==> src/rtl/ifu_pkg.sv <==
// ifu_pkg: shared widths, reset PC, FSM state and error-code encodings for the fetch unit
package ifu_pkg;
  localparam int ADDR_W = 64;
  localparam int DATA_W = 32;
  localparam logic [ADDR_W-1:0] PC_START = 64'h0000_0000_8000_0000;
  typedef enum logic [2:0] {
    IFU_IDLE = 3'd0,
    IFU_REQ  = 3'd1,
    IFU_WAIT = 3'd2,
    IFU_HOLD = 3'd3,
    IFU_ERR  = 3'd4
  } ifu_state_e;
  typedef enum logic [1:0] {
    IFU_ERR_NONE     = 2'b00,
    IFU_ERR_BUS      = 2'b01,
    IFU_ERR_MISALIGN = 2'b10
  } ifu_err_e;
  function automatic logic aligned(input logic [ADDR_W-1:0] a);
    return a[1:0] == 2'b00;
  endfunction
endpackage

==> src/rtl/ifu_if.sv <==
// ifu_if: request/grant/response bus between the fetch unit and instruction memory
interface ifu_if;
  import ifu_pkg::*;
  logic              req;
  logic [ADDR_W-1:0] addr;
  logic              gnt;
  logic              rvalid;
  logic [DATA_W-1:0] rdata;
  logic              err;
  modport master (output req, addr, input gnt, rvalid, rdata, err);
  modport slave  (input req, addr, output gnt, rvalid, rdata, err);
endinterface

==> src/rtl/ifu_pc_reg.sv <==
// pc_reg: architectural PC register, async reset to PC_START with load enable
module pc_reg
  import ifu_pkg::*;
(
  input  logic              clk,
  input  logic              rst,
  input  logic              load_i,
  input  logic [ADDR_W-1:0] data_i,
  output logic [ADDR_W-1:0] pc_o
);
  logic [ADDR_W-1:0] pc_q, pc_d;
  assign pc_d = load_i ? data_i : pc_q;
  // hold the PC until a load is requested
  always_ff @(posedge clk or posedge rst)
    if (rst) pc_q <= PC_START;
    else     pc_q <= pc_d;
  assign pc_o = pc_q;
endmodule

==> src/rtl/ifu.sv <==
// ifu: fetches one instruction at a time and hands it to decode with pc/snpc
module ifu
  import ifu_pkg::*;
(
  input  logic              clk,
  input  logic              rst,
  ifu_if.master             imem,
  input  logic [ADDR_W-1:0] dnpc_i,
  output logic              inst_valid_o,
  input  logic              inst_ready_i,
  output logic [DATA_W-1:0] inst_o,
  output logic [ADDR_W-1:0] pc_o,
  output logic [ADDR_W-1:0] snpc_o,
  output logic [63:0]       inst_cnt_o,
  output logic              err_o,
  output logic [1:0]        err_code_o
);
  ifu_state_e        state_q;
  logic [DATA_W-1:0] inst_q;
  logic [63:0]       cnt_q;
  ifu_err_e          err_code_q;
  logic [ADDR_W-1:0] pc;
  logic              pc_load;
  assign pc_load = (state_q == IFU_HOLD) && inst_ready_i && aligned(dnpc_i);
  pc_reg u_pc (
    .clk    (clk),
    .rst    (rst),
    .load_i (pc_load),
    .data_i (dnpc_i),
    .pc_o   (pc)
  );
  // fetch FSM with instruction latch, accepted-instruction counter and sticky error code
  always_ff @(posedge clk or posedge rst)
    if (rst) begin
      state_q    <= IFU_IDLE;
      inst_q     <= '0;
      cnt_q      <= '0;
      err_code_q <= IFU_ERR_NONE;
    end else begin
      case (state_q)
        IFU_IDLE: state_q <= IFU_REQ;
        IFU_REQ:  if (imem.gnt) state_q <= IFU_WAIT;
        IFU_WAIT:
          if (imem.rvalid) begin
            if (imem.err) begin
              state_q    <= IFU_ERR;
              err_code_q <= IFU_ERR_BUS;
            end else begin
              inst_q  <= imem.rdata;
              state_q <= IFU_HOLD;
            end
          end
        IFU_HOLD:
          if (inst_ready_i) begin
            cnt_q <= cnt_q + 64'd1;
            if (aligned(dnpc_i)) state_q <= IFU_REQ;
            else begin
              state_q    <= IFU_ERR;
              err_code_q <= IFU_ERR_MISALIGN;
            end
          end
        default: state_q <= IFU_ERR;
      endcase
    end
  assign imem.req     = state_q == IFU_REQ;
  assign imem.addr    = pc;
  assign inst_valid_o = state_q == IFU_HOLD;
  assign err_o        = state_q == IFU_ERR;
  assign err_code_o   = err_code_q;
  assign inst_o       = inst_q;
  assign inst_cnt_o   = cnt_q;
  assign pc_o         = pc;
  assign snpc_o       = pc + 64'd4;
endmodule

==> src/flat_wrapper.sv <==
// flat-port wrapper written by rule: the top's interface ports become plain ports
module ifu_flat import ifu_pkg::*;
  (clk, rst, dnpc_i, inst_valid_o, inst_ready_i, inst_o, pc_o, snpc_o, inst_cnt_o, err_o, err_code_o, imem_req, imem_addr, imem_gnt, imem_rvalid, imem_rdata, imem_err);
  ifu_if imem_i ();
  input  logic clk;
  input  logic rst;
  input  logic [ADDR_W-1:0] dnpc_i;
  output logic inst_valid_o;
  input  logic inst_ready_i;
  output logic [DATA_W-1:0] inst_o;
  output logic [ADDR_W-1:0] pc_o;
  output logic [ADDR_W-1:0] snpc_o;
  output logic [63:0] inst_cnt_o;
  output logic err_o;
  output logic [1:0] err_code_o;
  output wire logic [$bits(imem_i.req)-1:0] imem_req;
  output wire logic [$bits(imem_i.addr)-1:0] imem_addr;
  input wire logic [$bits(imem_i.gnt)-1:0] imem_gnt;
  input wire logic [$bits(imem_i.rvalid)-1:0] imem_rvalid;
  input wire logic [$bits(imem_i.rdata)-1:0] imem_rdata;
  input wire logic [$bits(imem_i.err)-1:0] imem_err;
  assign imem_req = imem_i.req;
  assign imem_addr = imem_i.addr;
  assign imem_i.gnt = imem_gnt;
  assign imem_i.rvalid = imem_rvalid;
  assign imem_i.rdata = imem_rdata;
  assign imem_i.err = imem_err;
  ifu u_core (.clk(clk), .rst(rst), .imem(imem_i), .dnpc_i(dnpc_i), .inst_valid_o(inst_valid_o), .inst_ready_i(inst_ready_i), .inst_o(inst_o), .pc_o(pc_o), .snpc_o(snpc_o), .inst_cnt_o(inst_cnt_o), .err_o(err_o), .err_code_o(err_code_o));
endmodule
==> config.mk <==
export PLATFORM = sky130hd
export DESIGN_NAME = ifu_flat
export DESIGN_NICKNAME = d
export VERILOG_FILES = /design/src/rtl/ifu_pkg.sv /design/src/rtl/ifu_if.sv /design/src/rtl/ifu_pc_reg.sv /design/src/rtl/ifu.sv /design/src/flat_wrapper.sv
export SDC_FILE = /design/constraint.sdc
export NUM_CORES = 1
export LEC_CHECK = 0
export ABC_AREA = 1
export ABC_CLOCK_PERIOD_IN_PS = 5700
export CAP_MARGIN = 40
export CORE_ASPECT_RATIO = 1.5
export CORE_MARGIN = 4
export CORE_UTILIZATION = 41
export CTS_BUF_LIST = sky130_fd_sc_hd__clkbuf_8
export CTS_CLUSTER_DIAMETER = 40
export CTS_CLUSTER_SIZE = 14
export DETAILED_ROUTE_END_ITERATION = 16
export GPL_ROUTABILITY_DRIVEN = 0
export PLACE_DENSITY_LB_ADDON = 0.1
export SYNTH_ARGS = -nofsm -noshare
export SYNTH_HDL_FRONTEND = slang
export SYNTH_SLANG_ARGS = --single-unit
==> constraint.sdc <==
create_clock -name clk -period 5.7 [get_ports clk]
set_input_delay 1.425 -clock clk [delete_from_list [all_inputs] [get_ports clk]]
set_output_delay 1.425 -clock clk [all_outputs]
set_load 0.02 [all_outputs]
==> After elaboration in Yosys (flattened, before gate mapping) <==
Index checks and enable logic that the tools add are counted.
{ "op_classes": {"add_sub_neg": 2, "eq_ne": 9, "muxes": 11, "bitwise": 1, "reduce_logical": 9} }
{ "ops": {"columns": ["cell", "count"], "rows": [
  ["64-bit by 1-bit adder with 64-bit output (second input constant)", 1],
  ["64-bit by 3-bit adder with 64-bit output (second input constant)", 1],
  ["3-bit two-way mux", 5],
  ["3-bit one-hot mux with 4 select lines", 1],
  ["2-bit two-way mux", 4],
  ["3-bit by 2-bit equality test with 1-bit output (second input constant)", 2],
  ["2-bit inequality test (second input constant)", 3],
  ["3-bit AND reduction", 2],
  ["5-bit AND reduction", 1],
  ["2-bit by 1-bit inequality test with 1-bit output (second input constant)", 2],
  ["2-bit one-hot mux with 2 select lines", 1],
  ["3-bit by 1-bit equality test with 1-bit output (second input constant)", 1],
  ["3-bit equality test (second input constant)", 1],
  ["3-bit zero test", 1],
  ["1-bit logical AND", 2],
  ["2-bit zero test", 1],
  ["2-bit AND reduction", 1],
  ["2-bit nonzero test", 1],
  ["1-bit inverter", 1]
]} }
{ "totals": {"ff_bits": 165, "in_bits": 102, "word_cells": 37} }

==> Depth between registers and ports, before layout <==
{ "logic_depth": {"depth_word": 4, "depth_mapped": 10, "depth_no_buf": 10} }

==> Cells and area by module <==
A second synthesis with hierarchy kept.
{ "hier_totals": {"cells_unflattened": 1399, "hier_area_um2": 10351.2} }
{ "by_module_without_submodules": {"columns": ["module", "instances", "cells_per_inst", "area_each_um2", "seq_area_each_um2"], "rows": [
  ["ifu", 1, 1128, 7900.1, 2527.4],
  ["pc_reg", 1, 271, 2451.1, 1602.8]
]} }

==> Least setup slack after synthesis <==
No wires, ideal clock.
{ "synth_path": {"path_type": "register to output", "startpoint": "register u_core.u_pc.pc_q[2], in the netlist u_core.u_pc.pc_o[2]", "endpoint": "output snpc_o[38]", "t_arrival_ns": 1.878, "t_required_ns": 4.275, "slack_ns": 2.397, "path_stages_with_launch": 9, "cell_sequence": "dfrtp_1 ha_1 inv_1 nor2_2 nand2_2 nor2_4 nand2_2 nor2_4 xor2_1"} }
{ "synth_via": {"elab_chain_cells": 1} }
{ "synth_lines": {"columns": ["item", "line", "rtl"], "rows": [
  ["start: declaration", "ifu_pc_reg.sv:11", "logic [ADDR_W-1:0] pc_q, pc_d;"],
  ["start signal: assignment", "ifu_pc_reg.sv:16", "else pc_q <= pc_d;"],
  ["64-bit by 3-bit adder with 64-bit output", "ifu.sv:73", "assign snpc_o = pc + 64'd4;"],
  ["end: declaration", "flat_wrapper.sv:12", "output logic [ADDR_W-1:0] snpc_o;"]
]} }
Every way passes these cells.

==> Worst setup path in the final report <==
{ "layout_path": {"startpoint": "register u_core.u_pc.pc_q[16], in the netlist u_core.u_pc.pc_o[16]", "endpoint": "output snpc_o[37]"} }
The elaborated chain is that of the path after synthesis.

==> impl_metrics.json <==
{
  "drive_above_1_share_pct": 6.24,
  "cts_resized": 0,
  "ios": 395,
  "hold_slack_ns": 0.497,
  "routed_wl_um": 39300,
  "drt_iter0_markers": 648,
  "critPathArrivalTime_ns": 3.02,
  "grt_pass1_wl_um": 58600,
  "portBuffers": 394,
  "worst_setup_path_start_kind": "register",
  "worst-endpoint-required_ns": 4.28,
  "crit_path_end_kind": "primary output",
  "die-height_um": 201,
  "clock_skew_ns": 0.0150,
  "grt_pass1_vias": 10097,
  "muxShareOfSynthArea_pct": 3.55,
  "vias": 10290,
  "max_cap_viol_count": 0,
  "hold_viol": 0,
  "std_cell_rows": 70,
  "power.density_nw_per_um2": 150,
  "syn_area_per_cell_um2": 7.32,
  "hold_buffers": 0,
  "setup_tns_ns": 0,
  "cts_buffers": 17,
  "period_share_pct": 78.0,
  "cts_root_buffer": "clkbuf_8",
  "fmax_mhz": 225,
  "grt-ovfl-total": 0,
  "viasPerCell": 5.00,
  "clk_pin_slew_ns": 0.08,
  "area_growth_pct": 41.2,
  "fillers": 2374,
  "tritoncts": "yes",
  "synthAdderAreaFrac_pct": 0.247,
  "yosysWarnings": 0,
  "setup_viol": 0,
  "first_pass_iters": 5,
  "die-area_um2": 27400,
  "async_flop_share_pct": 100,
  "synth_edf_count": 0,
  "post_cts_buffers": 0,
  "hold_path.class": "reg -> reg",
  "worstSkewPairLatency_ns": 0.48,
  "rsz0062_at_grt": "no",
  "outcome": "finished clean",
  "fin_area_um2": 14300,
  "cts_buffer_depth": 2,
  "cts.sinks": 165,
  "synth.area.top_cells": "dfrtp_1 (40%), nand2_1 (19%), nor2_1 (7.5%)",
  "ys.flop_type": "dfrtp_1",
  "yosysTopAreaCellShare_pct": 40.4,
  "synth_common_cells": "nand2_1 (512), nor2_1 (203), dfrtp_1 (164)",
  "dieWidth_um": 136,
  "synthSimpleGateAreaFrac_pct": 36.7,
  "antenna_found_initial": 6,
  "num-nets-final": 1824,
  "syn_area_um2": 10100,
  "peakVddDrop_v": 0.000181,
  "place_area_um2": 13900,
  "cp-startpoint": "u_core.u_pc.pc_o[16]$_DFFE_PP0P_",
  "coreArea_um2": 24300,
  "synth-compound-area-share_pct": 2.22,
  "tightest_slew_ns": 0.884,
  "synth_seq_cells": 165,
  "grt_util_all_layers_pct": 28.1,
  "min_from": "u_core.err_code_o[1]$_DFFE_PP0P_",
  "syn_inst": 1386,
  "yosysMostFrequentCell": "nand2_1",
  "slew_headroom_pct": 41.1,
  "yosys.cell_types.count": 33,
  "cp_max_fo": 6,
  "synth_top_family_by_area": "simple AND/OR/NAND/NOR gates",
  "grt_max_degree": 85,
  "hpwl_um": 32000,
  "routedWlPerCell_um": 19.1,
  "synthXorXnorAreaFrac_pct": 6.21,
  "syn_nets": 1490,
  "leakage_nw": 6.41,
  "ys_seq_area_share_pct": 40.7,
  "final_max_slew_viol_count": 0,
  "yosys.area.top_type": "dfrtp_1",
  "worstReg2RegStart": "u_core.state_q[2]$_DFFE_PP0P_",
  "ant_nets": 0,
  "start_util_pct": 41.7,
  "period_minus_slack_ns": 4.45,
  "crit_type": "reg -> out",
  "drc": 0,
  "htreeDepth": 4
}
[per-layer routing]
layer  up-vias  track usage (%)  part of all wire (%)
met5         -                0                  0.20
li1       4909                -                     -
met3        92             6.07                   6.4
met4        10             11.7                   4.0
met2       410             53.4                    55
met1      4869             28.9                    34
[cells in the final DEF (no fill, tap or decap), types with 3 or more instances in the layout]
cell and n:
and2_1 3, nor3_2 3, nor2_1 203, dfrtp_1 164, nand2_2 8, xor2_1 36
mux2_2 32, nor2_2 12, buf_4 4, nand4_1 25, nand3_1 50, nor3_1 10
clkbuf_8 20, clkdlybuf4s50_1 394, nand3b_1 29, nor2_4 10, xnor2_1 36, o21ai_1 5
inv_1 115, inv_2 4, clkinvlp_4 4, o21ai_0 35, nand2_1 512
[final cells by class]
type                       count  area (µm²)  share of cell area (%)
multi-input combinational   1021        4970                    34.6
sequential                   165        4130                    28.8
timing repair buffer         399        4000                    27.9
inverter                     116         439                    3.06
tap                          324         405                    2.83
clock buffer                  20         275                    1.92
clock inverter                11         111                   0.777
antenna                        2        5.00                  0.0349
[path summary, 6_finish.rpt]
kind / cells past startpoint / endpoint / slack (ns)
worst max-delay path: 8 / snpc_o[37] / 1.25
worst min-delay path: 2 / u_core.err_code_o[1]$_DFFE_PP0P_ / 0.50
worst max register to register: 8 / u_core.u_pc.pc_o[62]$_DFFE_PP0P_ / 3.61
worst min register to register: 2 / u_core.err_code_o[1]$_DFFE_PP0P_ / 0.50
max in group asynchronous: 3 / u_core.u_pc.pc_o[56]$_DFFE_PP0P_ / 3.63
min in group asynchronous: 2 / u_core.inst_o[19]$_DFFE_PP0P_ / 1.17
[through the flow]
| step | setup WS [ns] | power, mW | util [%] | std cells |
|---|---|---|---|---|
| floorplan | 2.18 | 1.21 | - | 1386 |
| global placement | 1.78 | 1.30 | 57.1 | 2024 |
| detailed placement | 1.77 | 1.30 | 57.3 | 2025 |
| CTS | 1.23 | 2.16 | 58.8 | 2056 |
| global route | 1.09 | 2.22 | 58.9 | 2057 |
| finish | 1.25 | 2.14 | 58.9 | 2058 |
[registers in the layout, summed over array words and instances (netlist names)]
name / flops
u_core.u_pc.pc_o: 64
u_core.inst_cnt_o: 64
u_core.state_q: 3
u_core.inst_o: 32
u_core.err_code_o: 2
[power breakdown]
group	leakage (nW)	internal, mW	switching (mW)
combinational	4.03	0.0653	0.0395
clock	0.202	0.416	0.451
sequential	2.18	1.17	0.000393
total	6.41	1.65	0.491
[logic make-up (layout without fill, tap and decap cells)]
family          Yosys count  in the layout
other cells               0              2
compound gates           44             44
buf+inv                 200            546
xor+xnor                 72             72
mux                      32             32
fa+ha+maj                 2              2
flops                   165            165
simple gates            871            871
[critical path, cell delays in order (launching register included)]
cell             delay (ns)
dfrtp_1                0.55
nand2_1                0.15
nor2_1                 0.21
nand2_1                0.16
nor2_4                 0.22
nand2_1                0.17
nor2_2                 0.26
xor2_1                 0.19
clkdlybuf4s50_1        0.64
Power figures use the tool's default switching activity.
